===== src/rtl/exc_unit.sv =====
// ---------------------------------------------------------------------------
// exc_unit -- machine-mode trap controller in front of the CSR block.
//
// Collects synchronous exception flags from the retire stage, synchronizes
// the three external interrupt lines, picks the highest-priority event and
// sequences trap entry (IDLE->TRAP->IDLE) and MRET (IDLE->RET_RD->RET_WR->IDLE).
//
// Ports
//   clk_i, rst_i                 clock, asynchronous active-low reset
//   valid_i, pc_i, inst_i, addr_i retiring instruction and its fault address
//   e_*_i, mret_i                exception / MRET flags of the retiring instr
//   ext_int_i/tmr_int_i/sw_int_i asynchronous interrupt lines
//   mie_i, mstatus_i             current CSR values
//   exc_ret_addr_i               mepc (sel_exc_nret_o=1) or mtvec (=0)
//   we_exc_o, is_int_o, sel_exc_nret_o, mcause_o, mepc_o, mtval_o,
//   mstatus_o, mip_o             CSR exception write-back bus
//   flush_o, stall_o, redirect_o pipeline control
//   dbg_state_o                  current FSM state (debug observation)
//
// Handshake: valid_i has no ready partner. An event is accepted only in IDLE
// on a cycle with valid_i=1; stall_o=1 marks every cycle in which events are
// ignored, so the retire stage must hold its instruction while stall_o=1.
// ---------------------------------------------------------------------------
module exc_unit #(
  parameter int         SYNC_STAGES = 2,       // synchronizer depth, min 2
  parameter logic [2:0] INT_MASK    = 3'b111   // {MEI, MTI, MSI} enables
) (
  input  logic        clk_i,
  input  logic        rst_i,
  input  logic        valid_i,
  input  logic [31:0] pc_i,
  input  logic [31:0] inst_i,
  input  logic [31:0] addr_i,
  input  logic        e_inst_misaligned_i,
  input  logic        e_illegal_inst_i,
  input  logic        e_illegal_inst_csr_i,
  input  logic        e_ecall_i,
  input  logic        e_ebreak_i,
  input  logic        e_load_misaligned_i,
  input  logic        e_store_misaligned_i,
  input  logic        mret_i,
  input  logic        ext_int_i,
  input  logic        tmr_int_i,
  input  logic        sw_int_i,
  input  logic [31:0] mie_i,
  input  logic [31:0] mstatus_i,
  input  logic [31:0] exc_ret_addr_i,
  output logic        we_exc_o,
  output logic        is_int_o,
  output logic        sel_exc_nret_o,
  output logic [31:0] mcause_o,
  output logic [31:0] mepc_o,
  output logic [31:0] mtval_o,
  output logic [31:0] mstatus_o,
  output logic [31:0] mip_o,
  output logic        flush_o,
  output logic        stall_o,
  output logic        redirect_o,
  output logic [1:0]  dbg_state_o
);

  typedef enum logic [1:0] {
    S_IDLE   = 2'd0,
    S_TRAP   = 2'd1,
    S_RET_RD = 2'd2,
    S_RET_WR = 2'd3
  } state_e;

  state_e                       state_q;
  // The first SYNC_STAGES-1 synchronizer flops live here; mip_o is the last
  // stage, so the value that drives arbitration is the value seen on mip_o.
  logic [SYNC_STAGES-2:0][2:0]  sync_q;
  logic [2:0]                   sync_last;
  logic [31:0]                  ms_lat_q;   // mstatus captured at MRET

  logic [31:0] pend;
  logic        int_take;
  logic [3:0]  int_code;
  logic        exc_take;
  logic [3:0]  exc_code;
  logic [31:0] exc_tval;
  logic        ret_take;
  logic [31:0] trap_ms;
  logic [31:0] ret_ms;

  assign sync_last   = sync_q[SYNC_STAGES-2] & INT_MASK;
  assign dbg_state_o = state_q;

  always_comb begin
    pend     = mip_o & mie_i;
    int_take = valid_i && mstatus_i[3] && (|pend);
    // MEI > MSI > MTI
    if (pend[11])     int_code = 4'd11;
    else if (pend[3]) int_code = 4'd3;
    else              int_code = 4'd7;

    exc_take = 1'b1;
    exc_code = 4'd0;
    exc_tval = 32'd0;
    if (e_inst_misaligned_i) begin
      exc_code = 4'd0;  exc_tval = addr_i;
    end else if (e_illegal_inst_i || e_illegal_inst_csr_i) begin
      exc_code = 4'd2;  exc_tval = inst_i;
    end else if (e_ebreak_i) begin
      exc_code = 4'd3;  exc_tval = pc_i;
    end else if (e_ecall_i) begin
      exc_code = 4'd11; exc_tval = 32'd0;
    end else if (e_load_misaligned_i) begin
      exc_code = 4'd4;  exc_tval = addr_i;
    end else if (e_store_misaligned_i) begin
      exc_code = 4'd6;  exc_tval = addr_i;
    end else begin
      exc_take = 1'b0;
    end
    exc_take = exc_take && valid_i;
    ret_take = valid_i && mret_i;

    // Trap entry: MPIE<=MIE, MIE<=0, MPP<=M
    trap_ms        = mstatus_i;
    trap_ms[7]     = mstatus_i[3];
    trap_ms[3]     = 1'b0;
    trap_ms[12:11] = 2'b11;

    // MRET: MIE<=MPIE, MPIE<=1, MPP<=M
    ret_ms         = ms_lat_q;
    ret_ms[3]      = ms_lat_q[7];
    ret_ms[7]      = 1'b1;
    ret_ms[12:11]  = 2'b11;
  end

  always_ff @(posedge clk_i or negedge rst_i) begin
    if (!rst_i) begin
      state_q        <= S_IDLE;
      sync_q         <= '0;
      ms_lat_q       <= '0;
      we_exc_o       <= 1'b0;
      is_int_o       <= 1'b0;
      sel_exc_nret_o <= 1'b0;
      mcause_o       <= '0;
      mepc_o         <= '0;
      mtval_o        <= '0;
      mstatus_o      <= '0;
      mip_o          <= '0;
      flush_o        <= 1'b0;
      stall_o        <= 1'b0;
      redirect_o     <= 1'b0;
    end else begin
      sync_q[0] <= {ext_int_i, tmr_int_i, sw_int_i};
      for (int i = 1; i < SYNC_STAGES - 1; i++) sync_q[i] <= sync_q[i-1];
      mip_o <= {20'd0, sync_last[2], 3'd0, sync_last[1], 3'd0, sync_last[0], 3'd0};

      // Control strobes are single-cycle; data buses hold until rewritten
      // so RET_WR can replay the cause/tval of the last trap.
      we_exc_o       <= 1'b0;
      is_int_o       <= 1'b0;
      sel_exc_nret_o <= 1'b0;
      flush_o        <= 1'b0;
      stall_o        <= 1'b0;
      redirect_o     <= 1'b0;

      case (state_q)
        S_IDLE: begin
          if (int_take || exc_take) begin
            state_q    <= S_TRAP;
            we_exc_o   <= 1'b1;
            is_int_o   <= int_take;
            flush_o    <= 1'b1;
            stall_o    <= 1'b1;
            redirect_o <= 1'b1;
            mcause_o   <= int_take ? {1'b1, 27'd0, int_code} : {1'b0, 27'd0, exc_code};
            mepc_o     <= {pc_i[31:2], 2'b00};
            mtval_o    <= int_take ? 32'd0 : exc_tval;
            mstatus_o  <= trap_ms;
          end else if (ret_take) begin
            state_q        <= S_RET_RD;
            ms_lat_q       <= mstatus_i;
            sel_exc_nret_o <= 1'b1;
            flush_o        <= 1'b1;
            stall_o        <= 1'b1;
          end
        end
        S_TRAP: state_q <= S_IDLE;
        S_RET_RD: begin
          // CSR block presents mepc on exc_ret_addr_i during this cycle.
          state_q        <= S_RET_WR;
          we_exc_o       <= 1'b1;
          sel_exc_nret_o <= 1'b1;
          stall_o        <= 1'b1;
          redirect_o     <= 1'b1;
          mepc_o         <= exc_ret_addr_i;
          mstatus_o      <= ret_ms;
        end
        S_RET_WR: state_q <= S_IDLE;
        default:  state_q <= S_IDLE;
      endcase
    end
  end

endmodule


===== config.mk =====
export PLATFORM = sky130hd
export DESIGN_NAME = exc_unit
export DESIGN_NICKNAME = d
export VERILOG_FILES = /design/src/rtl/exc_unit.sv
export SDC_FILE = /design/constraint.sdc
export NUM_CORES = 1
export LEC_CHECK = 0
export CORE_AREA = 5 5 144 146
export DETAILED_ROUTE_END_ITERATION = 10
export DIE_AREA = 0 0 149 151
export GPL_ROUTABILITY_DRIVEN = 0
export GPL_TIMING_DRIVEN = 0
export MAX_ROUTING_LAYER = met4
export PLACE_DENSITY = 0.81
export SETUP_SLACK_MARGIN = 0.05
export SLEW_MARGIN = 30
export SYNTH_ARGS = -nofsm -noshare
export SYNTH_HDL_FRONTEND = slang
export SYNTH_SLANG_ARGS = --single-unit

===== constraint.sdc =====
create_clock -name clk_i -period 3 [get_ports clk_i]
set_clock_uncertainty 0.1 [all_clocks]
set_input_delay 0.6 -clock clk_i [delete_from_list [all_inputs] [get_ports clk_i]]
set_output_delay 0.6 -clock clk_i [all_outputs]
set_load 0.005 [all_outputs]

==> impl_metrics.csv, run 1 <==
group,metric,value,unit
run,cap_viol_max_count,0,
critical_path,crit_path_cell_trace,"clkdlybuf4s50_1 > or3_4 > o21a_1 > buf_6 > or4_4 > buf_12 > buf_6 > mux2_4",
detailed_routing,dr.pass1.iters,9,
detailed_routing,vias,7163,
critical_path,crit_top_cell,"buf_6",
power,power_frac_seq,0.378,
sta,rsz0062_at_grt,"no",
cells_and_area,area_growth,57.4,%
yosys,ys_seq_elements,142,
yosys,seq_area_frac_synth,0.499,
power,switching_share,0.319,
sta,maxSlewHeadroom,0.477,
cells_and_area,stdcell_count,1291,
place,dp_cells,1261,
cells_and_area,nets,1220,
place,io_buffers,286,
yosys,netlist_area,0.00712,mm2
critical_path,slowest_stage,"or4_4",
power,power_switching,2.64,mW
cts,numCtsBuffers,17,
sta,max_clock_freq,0.343,GHz
yosys,yosysTopAreaCell,"dfrtp_1",
critical_path,critical_path_class,"in -> reg",
power,total_power,8.29,mW
global_route,antenna_found_initial,0,
cts,cts_tree,"yes",
floorplan,dieArea,0.0225,mm2
global_route,grt_max_degree,77,
cells_and_area,fillerInstances,1622,
power,p_leak,4.64,nW
yosys,syn_area_per_cell,10.9,um2
floorplan,io_pins,374,
floorplan,die_w,149,um
detailed_routing,totalWireLength,27700,um
sta,setup_viol,0,
floorplan,rows,51,
cts,cts_sinks,142,
cts,clk_pin_slew,60,ps
place,placed_area,0.0106,mm2
yosys,synth_edf_count,0,
cells_and_area,final_util,0.581,
power,ir_drop,0.000468,V
cts,hold_buffers,0,
detailed_routing,remaining_drc_errors,0,
critical_path,cp.required,3210,ps
critical_path,worst-path-buf-inv,4,
place,dp_slack,-823,ps
floorplan,coreArea,0.0193,mm2
sta,holdWs,21.7,ps
detailed_routing,drtIter0Drc,774,
power,p_clk_frac,0.261,
detailed_routing,wl_per_cell,21.5,um
critical_path,crit_path_end_kind,"flop",
global_route,grtUsageTotal,0.247,
power,combinationalPowerShare,0.361,
critical_path,critPathMaxFanout,10,
critical_path,start_kind,"primary input",
global_route,grt.overflow.total,0,
yosys,netlist_instances,653,
yosys,synth_top_cells_by_area,"dfrtp_1 (50%), a22oi_1 (6.2%), buf_4 (6.1%)",
sta,fin_crit,2910,ps
yosys,synthFlopType,"dfrtp_1",
floorplan,start_util,0.369,
cells_and_area,final_cell_area,0.0112,mm2
sta,timing.final.ws_setup,88.7,ps
sta,slew_viol_final,0,
sta,hold_violations,0,
yosys,ys_types,40,
cts,cts.root.buffer_cell,"clkbuf_16",
global_route,grt_pass1_wl,41700,um
sta,setup_tns,0,ps
cts,clk-insertion-delay-late,420,ps
critical_path,crit_family,"simple AND/OR/NAND/NOR gates",
floorplan,die_h,151,um
place,dp_hpwl,20700,um
cts,clockBufferDepth,2,
hold_path,hold_class,"in -> async",
yosys,yosys_warnings,0,
critical_path,critPathMaxStageDelay,550,ps
run_status,status,"finished clean",
global_route,grt_pass1_vias,7218,
critical_path,worstPathArrival,3120,ps
cells_and_area,n_antenna_cell,0,
detailed_routing,vias_per_cell,5.55,
yosys,async_flop_share,1.00,
sta,tightest_slew,782,ps
power,p_per_area,740,mW/mm2
cells_and_area,drive_gt1_frac,0.139,
detailed_routing,ant_nets,0,
yosys,yosys.area.top_type_share,0.499,
cts,htreeDepth,4,
sta,final.period_utilization,0.970,
power,intPower,5.65,mW
cts,postCtsSetupBuffers,0,
## sequential cells by signal, indices dropped and copies added, names as in the netlist, 2 cells and up
signal and count:
mcause_o 5, mstatus_o 31, ms_lat_q 29, dbg_state_o 2, mtval_o 32, mip_o 3
mepc_o 32, sync_last 3
## cells in the final DEF (no fill, tap or decap), types with 3 or more instances in the layout
| cell | synthesis | routed |
|---|---|---|
| a21oi_1 | 4 | 4 |
| a222oi_1 | 32 | 32 |
| a22o_1 | 3 | 3 |
| a22oi_1 | 59 | 59 |
| buf_4 | 58 | 59 |
| clkbuf_1 | 65 | 60 |
| clkbuf_16 | 0 | 17 |
| clkbuf_2 | 0 | 3 |
| clkdlybuf4s50_1 | 0 | 283 |
| clkinv_4 | 0 | 3 |
| conb_1 | 1 | 56 |
| dfrtp_1 | 142 | 142 |
| inv_1 | 3 | 3 |
| inv_6 | 0 | 4 |
| mux2_2 | 22 | 22 |
| mux2_4 | 10 | 10 |
| nand2_1 | 3 | 3 |
| nand3_1 | 60 | 60 |
| nand4_1 | 59 | 59 |
| nor2_1 | 7 | 7 |
| nor3_1 | 3 | 3 |
| o211ai_1 | 58 | 58 |
| o21ai_0 | 3 | 3 |
| o2bb2ai_1 | 32 | 32 |
## power by group through the flow
| stage | clock network [mW] | logic (mW) | registers, mW |
|---|---|---|---|
| finish | 2.16 | 3.00 | 3.13 |
| global route | 2.27 | 3.25 | 3.22 |
| CTS | 2.19 | 3.02 | 3.12 |
| detailed placement | 0 | 3.00 | 3.13 |
| global placement | 0 | 2.94 | 3.11 |
| floorplan | 0 | 1.19 | 3.08 |
## cell usage after synthesis (2+ instances only)
master and count:
dfrtp_1 142, clkbuf_1 65, nand3_1 60, a22oi_1 59, nand4_1 59, buf_4 58, o211ai_1 58, a222oi_1 32
o2bb2ai_1 32, mux2_2 22, mux2_4 10, nor2_1 7, a21oi_1 4, a22o_1 3, buf_6 3, inv_1 3
nand2_1 3, nor3_1 3, o21ai_0 3, a31o_2 2, nand2b_1 2, o21a_1 2, o21ai_1 2, or2_2 2
or3_1 2
## cells by family (layout without fill, tap and decap cells)
kind of cell / Yosys count / in the layout / synth area share
simple gates: 144 / 144 / 0.113
other cells: 1 / 56 / 0.000527
flops: 142 / 142 / 0.499
mux: 32 / 32 / 0.0559
buf+inv: 132 / 450 / 0.104
compound gates: 202 / 202 / 0.227
## layout make-up
| class | instances | area (um2) | share of cell area |
|---|---|---|---|
| buffer | 127 | 732 | 0.0653 |
| clock buffer | 18 | 439 | 0.0392 |
| clock inverter | 13 | 153 | 0.0136 |
| inverter | 4 | 15.0 | 0.00134 |
| multi-input combinational | 434 | 3070 | 0.274 |
| sequential | 142 | 3550 | 0.317 |
| tap | 265 | 332 | 0.0296 |
| timing repair buffer | 288 | 2910 | 0.260 |
## path summary, 6_finish.rpt
| path | from | end | slack (ps) | cells past startpoint |
|---|---|---|---|---|
| setup / recovery | e_inst_misaligned_i | ms_lat_q[27] | 90 | 8 |
| hold / removal | rst_i | ms_lat_q[8] | 20 | 1 |
| setup reg to reg | mip_o[3] | mtval_o[31] | 410 | 5 |
| hold reg to reg | sync_last[1] | mip_o[7] | 250 | 0 |
| max in group asynchronous | rst_i | mepc_o[7] | 2030 | 2 |
| min in group clk_i | sync_last[1] | mip_o[7] | 250 | 0 |
## routing by layer
metal / track usage / vias to the layer above / wire length, um
li1: - / 3220 / -
met1: 0.306 / 3466 / 10900
met2: 0.395 / 415 / 13400
met3: 0.0575 / 62 / 2500
met4: 0.0957 / 0 / 933
met5: - / - / 0
## what timing repair did
item	4_1_cts	5_1_grt
resized for setup	7	7
pin swaps	0	1
hold endpoints to repair	0	0
setup endpoints to repair	40	39
cloned	0	0
(Power assumes the default switching activity.)
==> run 2: changes to the inputs <==
--- a/config.mk
+++ b/config.mk
@@ -11,7 +11,7 @@
 export GPL_ROUTABILITY_DRIVEN = 0
 export GPL_TIMING_DRIVEN = 0
 export MAX_ROUTING_LAYER = met4
-export PLACE_DENSITY = 0.81
+export PLACE_DENSITY = 0.75
 export SETUP_SLACK_MARGIN = 0.05
 export SLEW_MARGIN = 30
 export SYNTH_ARGS = -nofsm -noshare
==> impl_metrics.csv, run 2 (synthesized netlist as in run 1, its figures left out) <==
group,metric,value,unit
critical_path,start_kind,"primary input",
global_route,grt.overflow.total,0,
run,cap_viol_max_count,0,
cells_and_area,drive_gt1_frac,0.139,
critical_path,crit_start,"e_inst_misaligned_i",
cts,htreeDepth,4,
critical_path,slowest_stage,"or4_4",
detailed_routing,drtIter0Drc,580,
sta,maxSlewHeadroom,0.508,
critical_path,r2r-start,"mip_o[3]",
power,p_per_area,740,mW/mm2
critical_path,crit_path_cell_trace,"clkdlybuf4s50_1 > or3_1 > o21a_1 > buf_6 > or4_4 > buf_2 > mux2_2",
critical_path,worstPathArrival,3010,ps
floorplan,start_util,0.369,
floorplan,coreArea,0.0193,mm2
sta,final.period_utilization,0.937,
critical_path,r2r_cells,5,
sta,slew_viol_final,0,
detailed_routing,wl_per_cell,21.2,um
detailed_routing,dr.pass1.iters,6,
floorplan,die_h,151,um
cts,postCtsSetupBuffers,0,
critical_path,crit_family,"simple AND/OR/NAND/NOR gates",
cts,numCtsBuffers,17,
global_route,grtUsageTotal,0.240,
floorplan,dieArea,0.0225,mm2
hold_path,hold_class,"in -> async",
cells_and_area,fillerInstances,1683,
cts,clk_pin_slew,60,ps
sta,holdWs,23.7,ps
cells_and_area,area_growth,57.0,%
sta,rsz0062_at_grt,"no",
critical_path,r2r-end,"mtval_o[0]",
sta,setup_tns,0,ps
critical_path,cp.required,3190,ps
cts,clockBufferDepth,2,
global_route,antenna_found_initial,1,
floorplan,rows,51,
sta,max_clock_freq,0.356,GHz
critical_path,worst-path-buf-inv,3,
detailed_routing,vias_per_cell,5.44,
cells_and_area,regArea,0.00355,mm2
cts,cts_sinks,142,
sta,tightest_slew,736,ps
cts,cts.root.buffer_cell,"clkbuf_16",
power,p_leak,4.62,nW
cts,clk-insertion-delay-late,420,ps
sta,hold_violations,0,
detailed_routing,totalWireLength,27400,um
cells_and_area,multi_input_area,0.00305,mm2
critical_path,crit_path_end_kind,"flop",
floorplan,io_pins,374,
power,ir_drop,0.000438,V
cells_and_area,final_cell_mix,"clkdlybuf4s50_1 (285), dfrtp_1 (142), nand3_1 (60)",
detailed_routing,vias,7025,
critical_path,critical_path_class,"in -> reg",
cells_and_area,nets,1219,
global_route,grt_max_degree,76,
cells_and_area,final_common_cell,"clkdlybuf4s50_1",
global_route,grt_pass1_vias,6985,
floorplan,die_w,149,um
place,io_buffers,286,
cells_and_area,final_cell_area,0.0112,mm2
detailed_routing,remaining_drc_errors,0,
run_status,status,"finished clean",
cells_and_area,reg_top3,"mepc_o: 32 flops, mtval_o: 32 flops, mstatus_o: 31 flops",
critical_path,r2r_slack,550,ps
detailed_routing,ant_nets,0,
cts,cts_tree,"yes",
place,dp_hpwl,20400,um
sta,setup_viol,0,
critical_path,crit_cells,7,
sta,fin_crit,2810,ps
critical_path,critPathMaxStageDelay,540,ps
global_route,grt_pass1_wl,40600,um
critical_path,critPathMaxFanout,10,
place,placed_area,0.0106,mm2
[run 2: cell count changes in the layout (fill, tap and decap cells not counted)]
cell | previous run | this run
clkbuf_4 | 0 | 1
clkinv_4 | 3 | 2
or3_1 | 1 | 2
clkinvlp_4 | 2 | 1
diode_2 | 0 | 1
clkdlybuf4s50_1 | 283 | 285
or3_4 | 1 | 0
clkbuf_1 | 60 | 59
o21ai_4 | 2 | 0
clkinv_2 | 1 | 3
dlymetal6s2s_1 | 2 | 0
o21ai_2 | 0 | 2
buf_6 | 2 | 1
inv_6 | 4 | 5
[run 2: how the worst max path moves through the flow]
stage	end	slack, ps
6_report	ms_lat_q[14]	190
4_1_cts	mstatus_o[26]	60
2_1_floorplan	ms_lat_q[21]	230
3_3_place_gp	mtval_o[4]	-4670
5_1_grt	mstatus_o[24]	70
3_5_place_dp	flush_o	-860
[run 2: routing by layer]
| layer | vias up | global-route usage | share of wire | wire length, um |
|---|---|---|---|---|
| met1 | 3436 | 0.299 | 0.40 | 10900 |
| met3 | 45 | 0.0533 | 0.075 | 2060 |
| li1 | 3224 | - | - | - |
| met2 | 320 | 0.395 | 0.50 | 13800 |
| met4 | 0 | 0.0682 | 0.024 | 668 |
| met5 | - | - | 0 | 0 |
[run 2: where the power goes]
part	switching [mW]	internal, mW
Sequential	0.503	2.61
Combinational	1.21	1.78
Clock	0.899	1.27
Total	2.61	5.65
[run 2: through the flow]
step / power, mW / cells / utilization / setup slack [ps]
finish: 8.27 / 1292 / 0.580 / 188
global route: 8.72 / 1292 / 0.580 / 68.2
CTS: 8.31 / 1293 / 0.580 / 64.0
detailed placement: 6.12 / 1261 / 0.548 / -857
global placement: 6.05 / 1259 / 0.546 / -4670
floorplan: 4.27 / 708 / - / 235
[run 2: final cells by class]
cell class,count,area share
Sequential cell,142,0.318
Multi-Input combinational cell,434,0.273
Timing Repair Buffer,288,0.260
Buffer,126,0.0648
Clock buffer,18,0.0393
Tap cell,265,0.0297
Clock inverter,14,0.0139
Inverter,4,0.00134
Antenna cell,1,0.000224
[run 2: what timing repair did]
item,4_1_cts,5_1_grt
resized for setup,4,10
hold buffers,0,0
setup endpoints to repair,40,50
